--- config.mk ---
export PLATFORM = sky130hd
export DESIGN_NAME = uart_tx_ctrl
export DESIGN_NICKNAME = d
export VERILOG_FILES = /design/src/rtl/uart_pkg.sv /design/src/rtl/uart_tx_fifo.sv /design/src/rtl/uart_tx_ctrl.sv
export SDC_FILE = /design/constraint.sdc
export NUM_CORES = 1
export LEC_CHECK = 0
export CAP_MARGIN = 20
export CORE_MARGIN = 1
export CORE_UTILIZATION = 64
export DETAILED_ROUTE_END_ITERATION = 6
export MAX_ROUTING_LAYER = met4
export PLACE_DENSITY_LB_ADDON = 0.15
export SKIP_CTS_REPAIR_TIMING = 1
export SYNTH_ARGS = -nofsm -noshare
export SYNTH_HDL_FRONTEND = slang
export SYNTH_SLANG_ARGS = --single-unit
export TNS_END_PERCENT = 100
--- constraint.sdc ---
create_clock -name CLK -period 6 [get_ports CLK]
set_clock_uncertainty 0.05 [all_clocks]
set_input_delay 1.2 -clock CLK [delete_from_list [all_inputs] [get_ports CLK]]
set_output_delay 1.2 -clock CLK [all_outputs]
set_load 0.03 [all_outputs]
--- src/rtl/uart_pkg.sv ---
// Shared types and constants for the UART transmit controller.
// The PARITY state is only sequenced when UART_TX_PARITY_EN is defined.
package uart_pkg;

    localparam int DATA_BITS = 8;

    typedef enum logic [2:0] {
        IDLE   = 3'd0,
        START  = 3'd1,
        DATA   = 3'd2,
        PARITY = 3'd3,
        STOP   = 3'd4
    } uart_state_t;

    function automatic int clks_per_bit(input int clk_freq_hz, input int baud);
        return clk_freq_hz / baud;
    endfunction

endpackage

--- src/rtl/uart_tx_fifo.sv ---
// Synchronous byte FIFO feeding the transmitter; dout shows the head entry
// combinationally so it is valid in the same cycle as pop.
import uart_pkg::*;

module uart_tx_fifo #(
    parameter int DEPTH = 8,
    parameter int WIDTH = 8
) (
    input  logic                     clk,
    input  logic                     rst_n,
    input  logic                     push,
    input  logic [WIDTH-1:0]         din,
    input  logic                     pop,
    output logic [WIDTH-1:0]         dout,
    output logic [$clog2(DEPTH):0]   level,
    output logic                     full,
    output logic                     empty
);

    localparam int AW    = $clog2(DEPTH);
    localparam int LVL_W = AW + 1;

    generate
        if (DEPTH < 2 || (1 << AW) != DEPTH) begin : g_bad_depth
            $error("uart_tx_fifo: DEPTH must be a power of two and at least 2");
        end
    endgenerate

    logic [AW-1:0]    wr_ptr_q, wr_ptr_d;
    logic [AW-1:0]    rd_ptr_q, rd_ptr_d;
    logic [LVL_W-1:0] level_q, level_d;
    logic [WIDTH-1:0] mem_q [DEPTH];
    logic             do_push, do_pop;

    assign full    = (level_q == LVL_W'(DEPTH));
    assign empty   = (level_q == '0);
    assign level   = level_q;
    assign dout    = mem_q[rd_ptr_q];
    // Acceptance uses the registered level, so a write while full is lost
    // even if a pop frees a slot on the same edge.
    assign do_push = push && !full;
    assign do_pop  = pop && !empty;

    always_comb begin
        wr_ptr_d = wr_ptr_q;
        rd_ptr_d = rd_ptr_q;
        level_d  = level_q;
        if (do_push) wr_ptr_d = wr_ptr_q + AW'(1);
        if (do_pop)  rd_ptr_d = rd_ptr_q + AW'(1);
        case ({do_push, do_pop})
            2'b10:   level_d = level_q + LVL_W'(1);
            2'b01:   level_d = level_q - LVL_W'(1);
            default: level_d = level_q;
        endcase
    end

    always_ff @(posedge clk or negedge rst_n) begin
        if (!rst_n) begin
            wr_ptr_q <= '0;
            rd_ptr_q <= '0;
            level_q  <= '0;
        end else begin
            wr_ptr_q <= wr_ptr_d;
            rd_ptr_q <= rd_ptr_d;
            level_q  <= level_d;
        end
    end

    always_ff @(posedge clk) begin
        if (do_push) mem_q[wr_ptr_q] <= din;
    end

endmodule

--- src/rtl/uart_tx_ctrl.sv ---
// Memory-mapped UART transmitter: FIFO-buffered CPU writes sent as 8N1 frames.
// Defining UART_TX_PARITY_EN inserts an even-parity bit before the stop bit.
import uart_pkg::*;

module uart_tx_ctrl #(
    parameter int CLK_FREQ_HZ = 12000000,
    parameter int BAUD        = 115200,
    parameter int FIFO_DEPTH  = 8
) (
    input  logic                          CLK,
    input  logic                          RESETN,
    input  logic                          wr_valid,
    input  logic [7:0]                    wr_data,
    output logic                          wr_ready,
    input  logic                          tx_enable,
    output logic                          busy,
    output logic                          fifo_full,
    output logic                          fifo_empty,
    output logic [$clog2(FIFO_DEPTH):0]   fifo_level,
    output logic                          TXD,
    output uart_state_t                   dbg_state
);

    localparam int CLKS_PER_BIT       = clks_per_bit(CLK_FREQ_HZ, BAUD);
    localparam int CW                 = $clog2(CLKS_PER_BIT);
    localparam int BW                 = $clog2(DATA_BITS);
    localparam logic [CW-1:0] CNT_LAST = CW'(CLKS_PER_BIT - 1);

    generate
        if (CLKS_PER_BIT < 2) begin : g_bad_baud
            $error("uart_tx_ctrl: CLK_FREQ_HZ / BAUD must be at least 2");
        end
    endgenerate

    uart_state_t   state_q, state_d;
    logic [CW-1:0] cnt_q, cnt_d;
    logic [BW-1:0] bit_q, bit_d;
    logic [7:0]    shift_q, shift_d;
    logic          txd_q, txd_d;
    logic          pop, bit_end, start_ok;
    logic [7:0]    fifo_dout;

    uart_tx_fifo #(
        .DEPTH (FIFO_DEPTH),
        .WIDTH (8)
    ) u_fifo (
        .clk   (CLK),
        .rst_n (RESETN),
        .push  (wr_valid),
        .din   (wr_data),
        .pop   (pop),
        .dout  (fifo_dout),
        .level (fifo_level),
        .full  (fifo_full),
        .empty (fifo_empty)
    );

`ifdef UART_TX_PARITY_EN
    logic par_q, par_d;
    assign par_d = pop ? ^fifo_dout : par_q;
`endif

    assign bit_end  = (cnt_q == CNT_LAST);
    assign start_ok = tx_enable && !fifo_empty;

    always_comb begin
        state_d = state_q;
        cnt_d   = cnt_q;
        bit_d   = bit_q;
        shift_d = shift_q;
        txd_d   = txd_q;
        pop     = 1'b0;
        // Every transition happens on a bit boundary, so wrapping here also
        // clears the counter on each state change.
        if (state_q != IDLE) cnt_d = bit_end ? '0 : cnt_q + CW'(1);
        case (state_q)
            IDLE: begin
                txd_d = 1'b1;
                if (start_ok) begin
                    pop     = 1'b1;
                    shift_d = fifo_dout;
                    state_d = START;
                    txd_d   = 1'b0;
                end
            end
            START: begin
                if (bit_end) begin
                    state_d = DATA;
                    bit_d   = '0;
                    txd_d   = shift_q[0];
                end
            end
            DATA: begin
                if (bit_end) begin
                    if (bit_q == BW'(DATA_BITS - 1)) begin
`ifdef UART_TX_PARITY_EN
                        state_d = PARITY;
                        txd_d   = par_q;
`else
                        state_d = STOP;
                        txd_d   = 1'b1;
`endif
                    end else begin
                        bit_d   = bit_q + BW'(1);
                        shift_d = shift_q >> 1;
                        txd_d   = shift_q[1];
                    end
                end
            end
`ifdef UART_TX_PARITY_EN
            PARITY: begin
                if (bit_end) begin
                    state_d = STOP;
                    txd_d   = 1'b1;
                end
            end
`endif
            STOP: begin
                if (bit_end) begin
                    // Chain straight into the next start bit when work is queued.
                    if (start_ok) begin
                        pop     = 1'b1;
                        shift_d = fifo_dout;
                        state_d = START;
                        txd_d   = 1'b0;
                    end else begin
                        state_d = IDLE;
                        txd_d   = 1'b1;
                    end
                end
            end
            default: begin
                state_d = IDLE;
                cnt_d   = '0;
                txd_d   = 1'b1;
            end
        endcase
    end

    always_ff @(posedge CLK or negedge RESETN) begin
        if (!RESETN) begin
            state_q <= IDLE;
            cnt_q   <= '0;
            bit_q   <= '0;
            shift_q <= '0;
            txd_q   <= 1'b1;
`ifdef UART_TX_PARITY_EN
            par_q   <= 1'b0;
`endif
        end else begin
            state_q <= state_d;
            cnt_q   <= cnt_d;
            bit_q   <= bit_d;
            shift_q <= shift_d;
            txd_q   <= txd_d;
`ifdef UART_TX_PARITY_EN
            par_q   <= par_d;
`endif
        end
    end

    assign TXD       = txd_q;
    assign wr_ready  = !fifo_full;
    assign busy      = (state_q != IDLE) || !fifo_empty;
    assign dbg_state = state_q;

endmodule
After elaboration in Yosys (flattened, before gate mapping)
Memories as Yosys holds them, arrays and structs flattened. Index checks and enable logic that the tools add are counted.

Memories kept: 1. Flip-flop bits (word level): 32. RAM bits: 64. Bits of input ports: 12. Output and inout port bits: 12. Word-level logic and storage cells: 78.

Memory list: u_fifo.mem_q (words 8, width 8, read ports 1, clocked after memory_dff 0, write ports 1, line uart_tx_fifo.sv:32) `logic [WIDTH-1:0] mem_q [DEPTH];`.

Equality and inequality tests: 15. Add/subtract/negate cells: 6. Muxes and demuxes: 31. Reduce and logical (&&, ||, !) cells: 17.

Operator list (count): $mux 8 (4); $mux 3 (8); $pmux 8 s3 (1); $mux 7 (3); $ne 2x2->1 const B (6); $pmux 3 s4 (1); $mux 1 (10); $add 3x1->3 const B (3); $pmux 4 s2 (1); $reduce_and 4->1 (2); $add 7x1->7 const B (1); $eq 7x7->1 const B (1); $eq 3x3->1 const B (2); $pmux 3 s2 (1); $reduce_bool 3->1 (2); $reduce_and 5->1 (1); $add 4x1->4 const B (1); $eq 4x4->1 const B (1); $logic_not 4->1 (1); $pmux 1 s4 (1); $reduce_bool 2->1 (2); $reduce_or 4->1 (1); $sub 4x1->4 const B (1); $eq 3x1->1 const B (1); other kinds (10) (13).

Logic depth before layout (Yosys ltp)
Gate-level depths: netlist of run 1.

Word-level depth: 9. Mapped depth: 11. Mapped depth without buffers: 10.

By module
From an unflattened synthesis of run 1, not the netlist that was laid out.

Cells, all modules: 284. Area total of the unflattened synthesis: 4433.0 µm².

Modules (own cells, without submodules): uart_tx_fifo (cells each 160, seq. area each 2172.1 µm², area an instance 3124.2 µm², times used 1); uart_tx_ctrl (cells each 124, seq. area each 551.8 µm², area an instance 1308.8 µm², times used 1).

Least setup slack after synthesis of run 1
No wires, ideal clock.

Path type: register -> output. Start point: reg u_fifo.level_q[0], in the netlist u_fifo.level[0]. End point: out busy. Required time: 4750 ps. Stages on the path, launching flop included: 3. Arrival time: 2139 ps. Setup slack: 2611 ps. Buffers on the path: 0. Path through: dfrtp_1 -> nor4_1 -> nand2_1.

Longest elaborated chain between the ends: 3.

RTL lines: from (decl) (line uart_tx_fifo.sv:31) `logic [LVL_W-1:0] level_q, level_d;`; from (signal assigned) (line uart_tx_fifo.sv:65) `level_q <= level_d;`; $logic_not 4->1 (line uart_tx_fifo.sv:36) `assign empty = (level_q == '0);`; net fifo_empty (line uart_tx_ctrl.sv:18) `output logic fifo_empty,`; $logic_not 1->1 (line uart_tx_ctrl.sv:164) `assign busy = (state_q != IDLE) || !fifo_empty;`; $logic_or 1x1->1 (line uart_tx_ctrl.sv:164); to (decl) (line uart_tx_ctrl.sv:16) `output logic busy,`.

The timed path passes the listed nets, and every way through them passes these cells.

Final worst setup path of run 1
Start point: reg state_q[2], in the netlist dbg_state[2]. End point: out busy.

Longest elaborated chain between the ends: 2.

RTL lines: from (decl) (line uart_tx_ctrl.sv:35) `uart_state_t state_q, state_d;`; from (signal assigned) (line uart_tx_ctrl.sv:151) `state_q <= state_d;`; $reduce_bool 3->1 (line uart_tx_ctrl.sv:164); $logic_or 1x1->1 (line uart_tx_ctrl.sv:164).

No other way between the ends.

==> results.json, run 1 <==
{
  "status": "complete, no violations",
  "rsz0062_at_grt": "false",
  "setup_tns_ns": 0,
  "core-area_sq_um": 6420,
  "grt_overflow": 0,
  "path_cells": "nor3_1, nand2_1, clkdlybuf4s50_1",
  "finish.net_count": 324,
  "synthCells": 280,
  "netlist_area_sq_um": 4310,
  "clock.fmax_mhz": 298,
  "track_usage": 0.244,
  "power_switching_uw": 754,
  "antenna_found_initial": 0,
  "worst_hold_path_type": "register to register",
  "layout_setup_ws_ns": 2.64,
  "globalplace.congestion": 0.746,
  "grt_pass1_wl_um": 12300,
  "initial_core_util": 0.671,
  "cp.required_ns": 4.75,
  "ys.warnings.count": 0,
  "ys.flop_type": "edfxtp_1",
  "synth_seq_cells": 96,
  "synthesis.nets": 301,
  "area_delta_synth_final_pct": 10.8,
  "pin_count": 24,
  "drive_gt1_frac": 0.156,
  "postSynthAreaPerCell_sq_um": 15.4,
  "worst_pin_slew_ns": 1.02,
  "dpl-instance-area_sq_um": 4560,
  "crit_arrival_ns": 2.11,
  "numCtsBuffers": 9,
  "dieArea_sq_um": 7060,
  "htree_levels": 3,
  "synth_edf_count": 64,
  "met1_usage": 0.319,
  "via_count": 2385,
  "maxCapViolations": 0,
  "path_buf_inv": 1,
  "power_density_nw_per_um2": 454,
  "crit_start": "dbg_state[2]",
  "critical_path_class": "register to output port",
  "remaining_drc_errors": 0,
  "insertion_delay_ns": 0.36,
  "holdWs_ns": 0.471,
  "p_clk_frac": 0.192,
  "clkTransAtPathRegs_ns": 0.09,
  "critPathTopFamily": "flip-flops",
  "diodes": 0,
  "critPathSlowestCell": "dfrtp_1",
  "async_flop_share": 0.333,
  "grt_max_degree": 33,
  "grt_pass1_vias": 2398,
  "worstSetupStartpointType": "register",
  "total_power_uw": 2170,
  "p_leak_uw": 0.00176,
  "final_cell_area_sq_um": 4770,
  "port_buffers": 23,
  "first_pass_iters": 4,
  "clock_sinks": 96,
  "cpPeakStageDelay_ns": 0.62,
  "root_buffer": "clkbuf_8",
  "pre_cts_slack_ns": 2.41,
  "drtIter0Drc": 241,
  "slew_headroom": 0.318,
  "timing.rr.start": "cnt_q[4]",
  "hold_violations": 0,
  "die_y_um": 84.0,
  "slew_violations": 0,
  "wl_per_cell_um": 19.1,
  "setup_viol": 0,
  "fin_crit_ns": 3.36,
  "grt_use_met3": 0.0613,
  "grt_util_met2": 0.384,
  "cts_tree": "built",
  "ant_nets": 0,
  "dp_hpwl_um": 4980,
  "seqPwrFrac": 0.488,
  "vias_per_cell": 6.19,
  "power_frac_comb": 0.320,
  "die_x_um": 84.0,
  "netSwitchingFraction": 0.348,
  "fin_crit_sh": 0.560,
  "synth_cell_types": 50,
  "drt-total-wl_um": 7340,
  "min_from": "bit_q[1]",
  "cts_buffer_depth": 2,
  "cp_max_fo": 20,
  "busiest_layer": "met2",
  "fp-row-count": 29,
  "ir_drop_v": 0.000291,
  "critPathCaptureType": "output port",
  "internal_power_uw": 1410,
  "ys_seq_area_frac": 0.632
}
==> per-layer routing <==
layer / vias up / wire length (um)
met3: 6 / 458
met5: - / 0
met1: 1181 / 3120
met2: 86 / 3700
met4: 0 / 70
li1: 1112 / -
==> layout make-up <==
type	instances	area, sq um
Sequential cell	96	2720
Fill cell	380	1650
Multi-Input combinational cell	165	1470
Timing Repair Buffer	26	253
Clock buffer	9	124
Tap cell	77	96.3
Clock inverter	7	86.3
Inverter	5	18.8
==> registers in the layout, summed over array words and instances, names as in the netlist <==
register and flops:
u_fifo.mem_q 64, shift_q 8, cnt_q 7, u_fifo.level 4, bit_q 3, dbg_state 3
u_fifo.rd_ptr_q 3, u_fifo.wr_ptr_q 3, TXD 1
==> final timing paths <==
path,endpoint,slack (ns),cells past startpoint
max reg2reg,u_fifo.level[3],3.18,10
min in group asynchronous,u_fifo.level[3],1.19,2
max,busy,2.64,3
max in group asynchronous,TXD,4.37,2
min,bit_q[1],0.47,1
min reg2reg,bit_q[1],0.47,1
==> synthesized netlist by cell type, drive strengths merged (6+ instances only) <==
cell | number | share of area
a21oi | 7 | 0.0090
buf | 8 | 0.017
clkbuf | 6 | 0.0055
dfrtp | 31 | 0.18
edfxtp | 64 | 0.45
ha | 8 | 0.023
mux2 | 11 | 0.036
mux2i | 10 | 0.023
mux4 | 16 | 0.089
nand2 | 17 | 0.015
nand2b | 6 | 0.0087
nand3 | 9 | 0.010
nor2 | 22 | 0.019
o21ai | 13 | 0.015
xnor2 | 8 | 0.016
==> stage by stage <==
step / cells / util
floorplan: 280 / -
global placement: 369 / 0.710
detailed placement: 369 / 0.710
CTS: 385 / 0.743
global route: 385 / 0.743
finish: 385 / 0.743
==> power groups by stage <==
stage	registers, uW	logic [uW]	clock network [uW]
2_1_floorplan	1010	577	0
5_1_grt	1080	765	449
3_5_place_dp	1070	699	0
3_3_place_gp	1070	669	0
6_report	1060	694	415
4_1_cts	1060	700	423
==> cells in the final DEF, fill, tap and decap left out, drive strengths merged, types with 2 or more instances in the layout <==
master	instances
clkbuf	9
a211oi	2
mux4	16
mux2	11
xnor2	8
edfxtp	64
nand2b	6
inv	7
xor2	3
nand3	9
clkdlybuf4s50	23
nor2	22
o31ai	2
a21oi	7
clkinv	5
dfrtp	31
buf	3
nand2	17
mux2i	10
o21ai	13
ha	8
and3	3
a22o	3
o21a	2
nor3	5
==> cell families after synthesis <==
group	share of synthesized area
buf+inv	0.0264
compound gates	0.0599
xor+xnor	0.0224
fa+ha+maj	0.0305
mux	0.148
flops	0.632
simple gates	0.0805
Power figures use the tool's default switching activity.
==> run 2: changes to the inputs <==
CORE_UTILIZATION = 59   (was 64)
clock period = 3.35 ns   (was 6 ns; I/O delays follow)
==> results.json, run 2 (same netlist as run 1, synthesis figures left out) <==
{
  "status": "complete, no violations",
  "finish.net_count": 335,
  "critical_path_class": "register to output port",
  "fp-row-count": 30,
  "root_buffer": "clkbuf_8",
  "path_buf_inv": 1,
  "seqPwrFrac": 0.474,
  "netSwitchingFraction": 0.347,
  "min_from": "shift_q[3]",
  "clock_sinks": 96,
  "grt_pass1_vias": 2371,
  "track_usage": 0.229,
  "clkTransAtPathRegs_ns": 0.10,
  "drtIter0Drc": 184,
  "setup_tns_ns": 0,
  "ir_drop_v": 0.000477,
  "dpl-instance-area_sq_um": 4670,
  "wl_per_cell_um": 18.2,
  "internal_power_uw": 2560,
  "fin_crit_sh": 0.835,
  "drt-total-wl_um": 7540,
  "worstSetupStartpointType": "register",
  "cp_max_fo": 16,
  "final_cell_mix": "64 x edfxtp_1, 31 x dfrtp_1, 23 x clkdlybuf4s50_1",
  "path_cells": "nor3_1, nand2_1, clkdlybuf4s50_1",
  "core-area_sq_um": 6910,
  "grt_pass1_wl_um": 12200,
  "maxCapViolations": 0,
  "largest_register_ff_count": 64,
  "via_count": 2365,
  "rsz0062_at_grt": "false",
  "dieArea_sq_um": 7640,
  "antenna_found_initial": 0,
  "htree_levels": 3,
  "setup_viol": 0,
  "crit_arrival_ns": 2.08,
  "cts_buffer_depth": 2,
  "dp_hpwl_um": 5060,
  "globalplace.congestion": 0.791,
  "worst_hold_path_type": "register to register",
  "p_leak_uw": 0.00181,
  "diodes": 0,
  "final_common_cell": "edfxtp_1",
  "vias_per_cell": 5.70,
  "first_pass_iters": 4,
  "top_register": "u_fifo.mem_q",
  "drive_gt1_frac": 0.185,
  "cp.required_ns": 2.63,
  "fin_crit_ns": 2.80,
  "pin_count": 24,
  "grt_max_degree": 33,
  "hold_end": "shift_q[3]",
  "cpPeakStageDelay_ns": 0.60,
  "ff2ff_setup_slack_ns": 0.69,
  "fillers": 489,
  "clock.fmax_mhz": 357,
  "timing.rr.start": "u_fifo.level[1]",
  "area_delta_synth_final_pct": 12.9,
  "p_clk_frac": 0.190,
  "final_cell_area_sq_um": 4860,
  "insertion_delay_ns": 0.36,
  "initial_core_util": 0.624,
  "hold_violations": 0,
  "grt_overflow": 0,
  "slew_violations": 0,
  "top_regs": "u_fifo.mem_q: 64 flops, shift_q: 8 flops, cnt_q: 7 flops",
  "worst_pin_slew_ns": 0.719,
  "die_y_um": 87.4,
  "remaining_drc_errors": 0,
  "total_power_uw": 3920,
  "power_frac_comb": 0.336,
  "numCtsBuffers": 9,
  "die_x_um": 87.4,
  "port_buffers": 23,
  "hold-path-cell-count": 1,
  "critPathCaptureType": "output port",
  "cts_tree": "built",
  "critPathSlowestCell": "clkdlybuf4s50_1",
  "critPathTopFamily": "buffers and inverters",
  "power_density_nw_per_um2": 806,
  "power_switching_uw": 1360,
  "rr_endpoint": "u_fifo.level[3]",
  "slew_headroom": 0.518,
  "reg2reg_depth": 10,
  "ant_nets": 0
}
run 2: cell count changes in the layout (fill, tap and decap cells not counted):
cell        previous run  this run
buf_4                  3        14
clkinv_4               2         1
clkinv_8               3         1
clkinvlp_4             0         1
inv_6                  1         2
inv_8                  1         2
run 2: worst register-to-register path, stage by stage (launching register included):
cell	delay, ns
dfrtp_1	0.49
o41ai_4	0.47
nand2b_1	0.19
a21oi_2	0.07
ha_1	0.27
ha_1	0.28
a21o_1	0.18
a21oi_1	0.19
xnor2_1	0.15
nor2_1	0.07
xor2_1	0.14
run 2: cell type report:
type	instances	area [sq um]	area share
Timing Repair Buffer	37	335	0.0689
Clock buffer	9	124	0.0255
Tap cell	96	120	0.0247
Clock inverter	7	72.6	0.0149
Multi-Input combinational cell	165	1470	0.302
Inverter	5	18.8	0.00386
Sequential cell	96	2720	0.560
run 2: through the flow:
step	setup WS (ns)	cells	hold WS (ns)	utilization
floorplan	0.491	280	0.324	-
global placement	0.370	399	0.444	0.676
detailed placement	0.267	399	0.451	0.676
CTS	0.561	415	0.478	0.704
global route	0.458	415	0.499	0.704
finish	0.552	415	0.475	0.704
run 2: worst max-delay path by stage:
stage	cells after the start	from	endpoint	slack (ns)
2_1_floorplan	2	u_fifo.level[0]	busy	0.49
3_3_place_gp	11	tx_enable	u_fifo.level[3]	0.37
3_5_place_dp	11	tx_enable	u_fifo.level[3]	0.27
4_1_cts	3	dbg_state[1]	busy	0.56
5_1_grt	3	dbg_state[1]	busy	0.46
6_report	3	dbg_state[1]	busy	0.55
run 2: power groups by stage:
stage                     clock network [uW]  logic (uW)  registers (uW)
after floorplan                            0        1030            1800
after global placement                     0        1290            1870
after detailed placement                   0        1320            1880
after CTS                                758        1330            1860
after global routing                     802        1450            1900
final                                    745        1320            1860
run 2: routing by layer:
layer	wire length, um	up-vias	part of all wire	track usage
met2	3640	52	0.48	0.344
li1	-	1131	-	-
met1	3460	1173	0.46	0.313
met3	329	9	0.044	0.0436
met4	109	0	0.014	0.0849
met5	0	-	0	-
==> run 3: changes to the inputs <==
CORE_UTILIZATION = 53   (was 59)
clock period = 2.3 ns   (was 3.35 ns; I/O delays follow)
==> results.json, run 3 (same netlist as run 1, synthesis figures left out) <==
{
  "reg2reg_depth": 10,
  "pin_count": 24,
  "first_pass_iters": 6,
  "final_cell_area_sq_um": 5190,
  "cp.required_ns": 2.50,
  "clock_sinks": 96,
  "path_buf_inv": 0,
  "dpl-instance-area_sq_um": 4920,
  "htree_levels": 3,
  "drtIter0Drc": 125,
  "total_power_uw": 6140,
  "fp-row-count": 32,
  "cts_tree": "built",
  "finish.net_count": 358,
  "clkTransAtPathRegs_ns": 0.10,
  "hold_violations": 0,
  "rsz0062_at_grt": "true",
  "dieArea_sq_um": 8490,
  "setup_viol": 0,
  "maxCapViolations": 0,
  "ant_nets": 0,
  "timing.rr.start": "u_fifo.level[2]",
  "numCtsBuffers": 9,
  "fin_crit_sh": 0.965,
  "ir_drop_v": 0.000749,
  "area_delta_synth_final_pct": 20.6,
  "critPathCaptureType": "register",
  "grt_pass1_vias": 2495,
  "layout_setup_ws_ns": 0.0815,
  "slew_violations": 0,
  "largest_register_ff_count": 64,
  "wl_per_cell_um": 17.4,
  "grt_pass1_wl_um": 12800,
  "ff2ff_setup_slack_ns": 0.08,
  "clock.fmax_mhz": 451,
  "via_count": 2426,
  "final_cell_mix": "64 x edfxtp_1, 34 x buf_4, 27 x dfrtp_1",
  "fin_cells": 444,
  "top_register": "u_fifo.mem_q",
  "critPathSlowestCell": "dfrtp_2",
  "grt_max_degree": 33,
  "status": "complete, no violations",
  "antenna_found_initial": 0,
  "worst_hold_path_type": "input pin to async pin",
  "root_buffer": "clkbuf_8",
  "crit_arrival_ns": 2.42,
  "insertion_delay_ns": 0.36,
  "cp_common_cell": "ha_4",
  "die_y_um": 92.1,
  "pre_cts_slack_ns": -0.254,
  "dp_hpwl_um": 5270,
  "globalplace.congestion": 0.815,
  "dp.cells": 423,
  "rr_endpoint": "u_fifo.level[3]",
  "p_leak_uw": 0.00201,
  "grt_overflow": 0,
  "die_x_um": 92.1,
  "final_util": 0.665,
  "remaining_drc_errors": 0,
  "port_buffers": 23,
  "cts_buffer_depth": 2,
  "cpPeakStageDelay_ns": 0.44,
  "diodes": 0,
  "drive_gt1_frac": 0.275,
  "critical_path_class": "register to register",
  "final_common_cell": "edfxtp_1",
  "slew_headroom": 0.524,
  "top_regs": "u_fifo.mem_q: 64 flops, shift_q: 8 flops, cnt_q: 7 flops",
  "critPathTopFamily": "compound AO/OA/AOI/OAI gates",
  "drt-total-wl_um": 7730,
  "fin_crit_ns": 2.22,
  "worst_pin_slew_ns": 0.714,
  "track_usage": 0.211,
  "worstSetupStartpointType": "register",
  "vias_per_cell": 5.46,
  "core-area_sq_um": 7810,
  "cp_max_fo": 3,
  "path_cells": "o41ai_4, nand2b_4, a21oi_4, ha_4, ha_4, a21o_1, a21oi_2, xnor2_1, nor2_1, xor2_1",
  "power_density_nw_per_um2": 1180,
  "initial_core_util": 0.552
}
run 3: layout make-up:
type	instances	area, sq um
Inverter	5	18.8
Sequential cell	96	2730
Clock inverter	7	100
Timing Repair Buffer	60	561
Fill cell	559	2610
Multi-Input combinational cell	165	1540
Tap cell	102	128
Clock buffer	9	124
run 3: worst max-delay path by stage:
stage                     from         endpoint  slack (ns)  cells past startpoint
2_1_floorplan  u_fifo.level[2]  u_fifo.level[3]       -0.01                     10
3_3_place_gp         tx_enable  u_fifo.level[3]       -0.19                     11
3_5_place_dp         tx_enable  u_fifo.level[3]       -0.25                     11
4_1_cts        u_fifo.level[0]       fifo_empty       -0.25                      3
5_1_grt        u_fifo.level[2]  u_fifo.level[3]       -0.02                     10
6_report       u_fifo.level[2]  u_fifo.level[3]        0.08                     10
run 3: routing by layer:
layer | global-route usage | up-vias | wire (um)
met1 | 0.284 | 1193 | 3580
met3 | 0.0522 | 11 | 309
li1 | - | 1180 | -
met2 | 0.319 | 42 | 3740
met5 | - | - | 0
met4 | 0.0677 | 0 | 102
run 3: power by group:
part / switching [uW] / internal, uW / leakage (uW) / total (uW)
registers: 388 / 2280 / 0.000965 / 2670
logic: 1040 / 1270 / 0.000933 / 2300
clock network: 634 / 538 / 0.000112 / 1170
run 3: worst reg2reg max path: stages (launching register included):
cell      delay [ns]
dfrtp_2         0.44
o41ai_4         0.37
nand2b_4        0.20
a21oi_4         0.04
ha_4            0.18
ha_4            0.20
a21o_1          0.16
a21oi_2         0.13
xnor2_1         0.13
nor2_1          0.07
xor2_1          0.13
run 3: stage by stage:
stage,hold WS [ns],setup TNS [ns]
after floorplan,0.114,-0.0125
after global placement,0.445,-0.255
after detailed placement,0.449,-0.466
after CTS,0.451,-0.802
after global routing,0.465,-0.0193
final,0.444,0
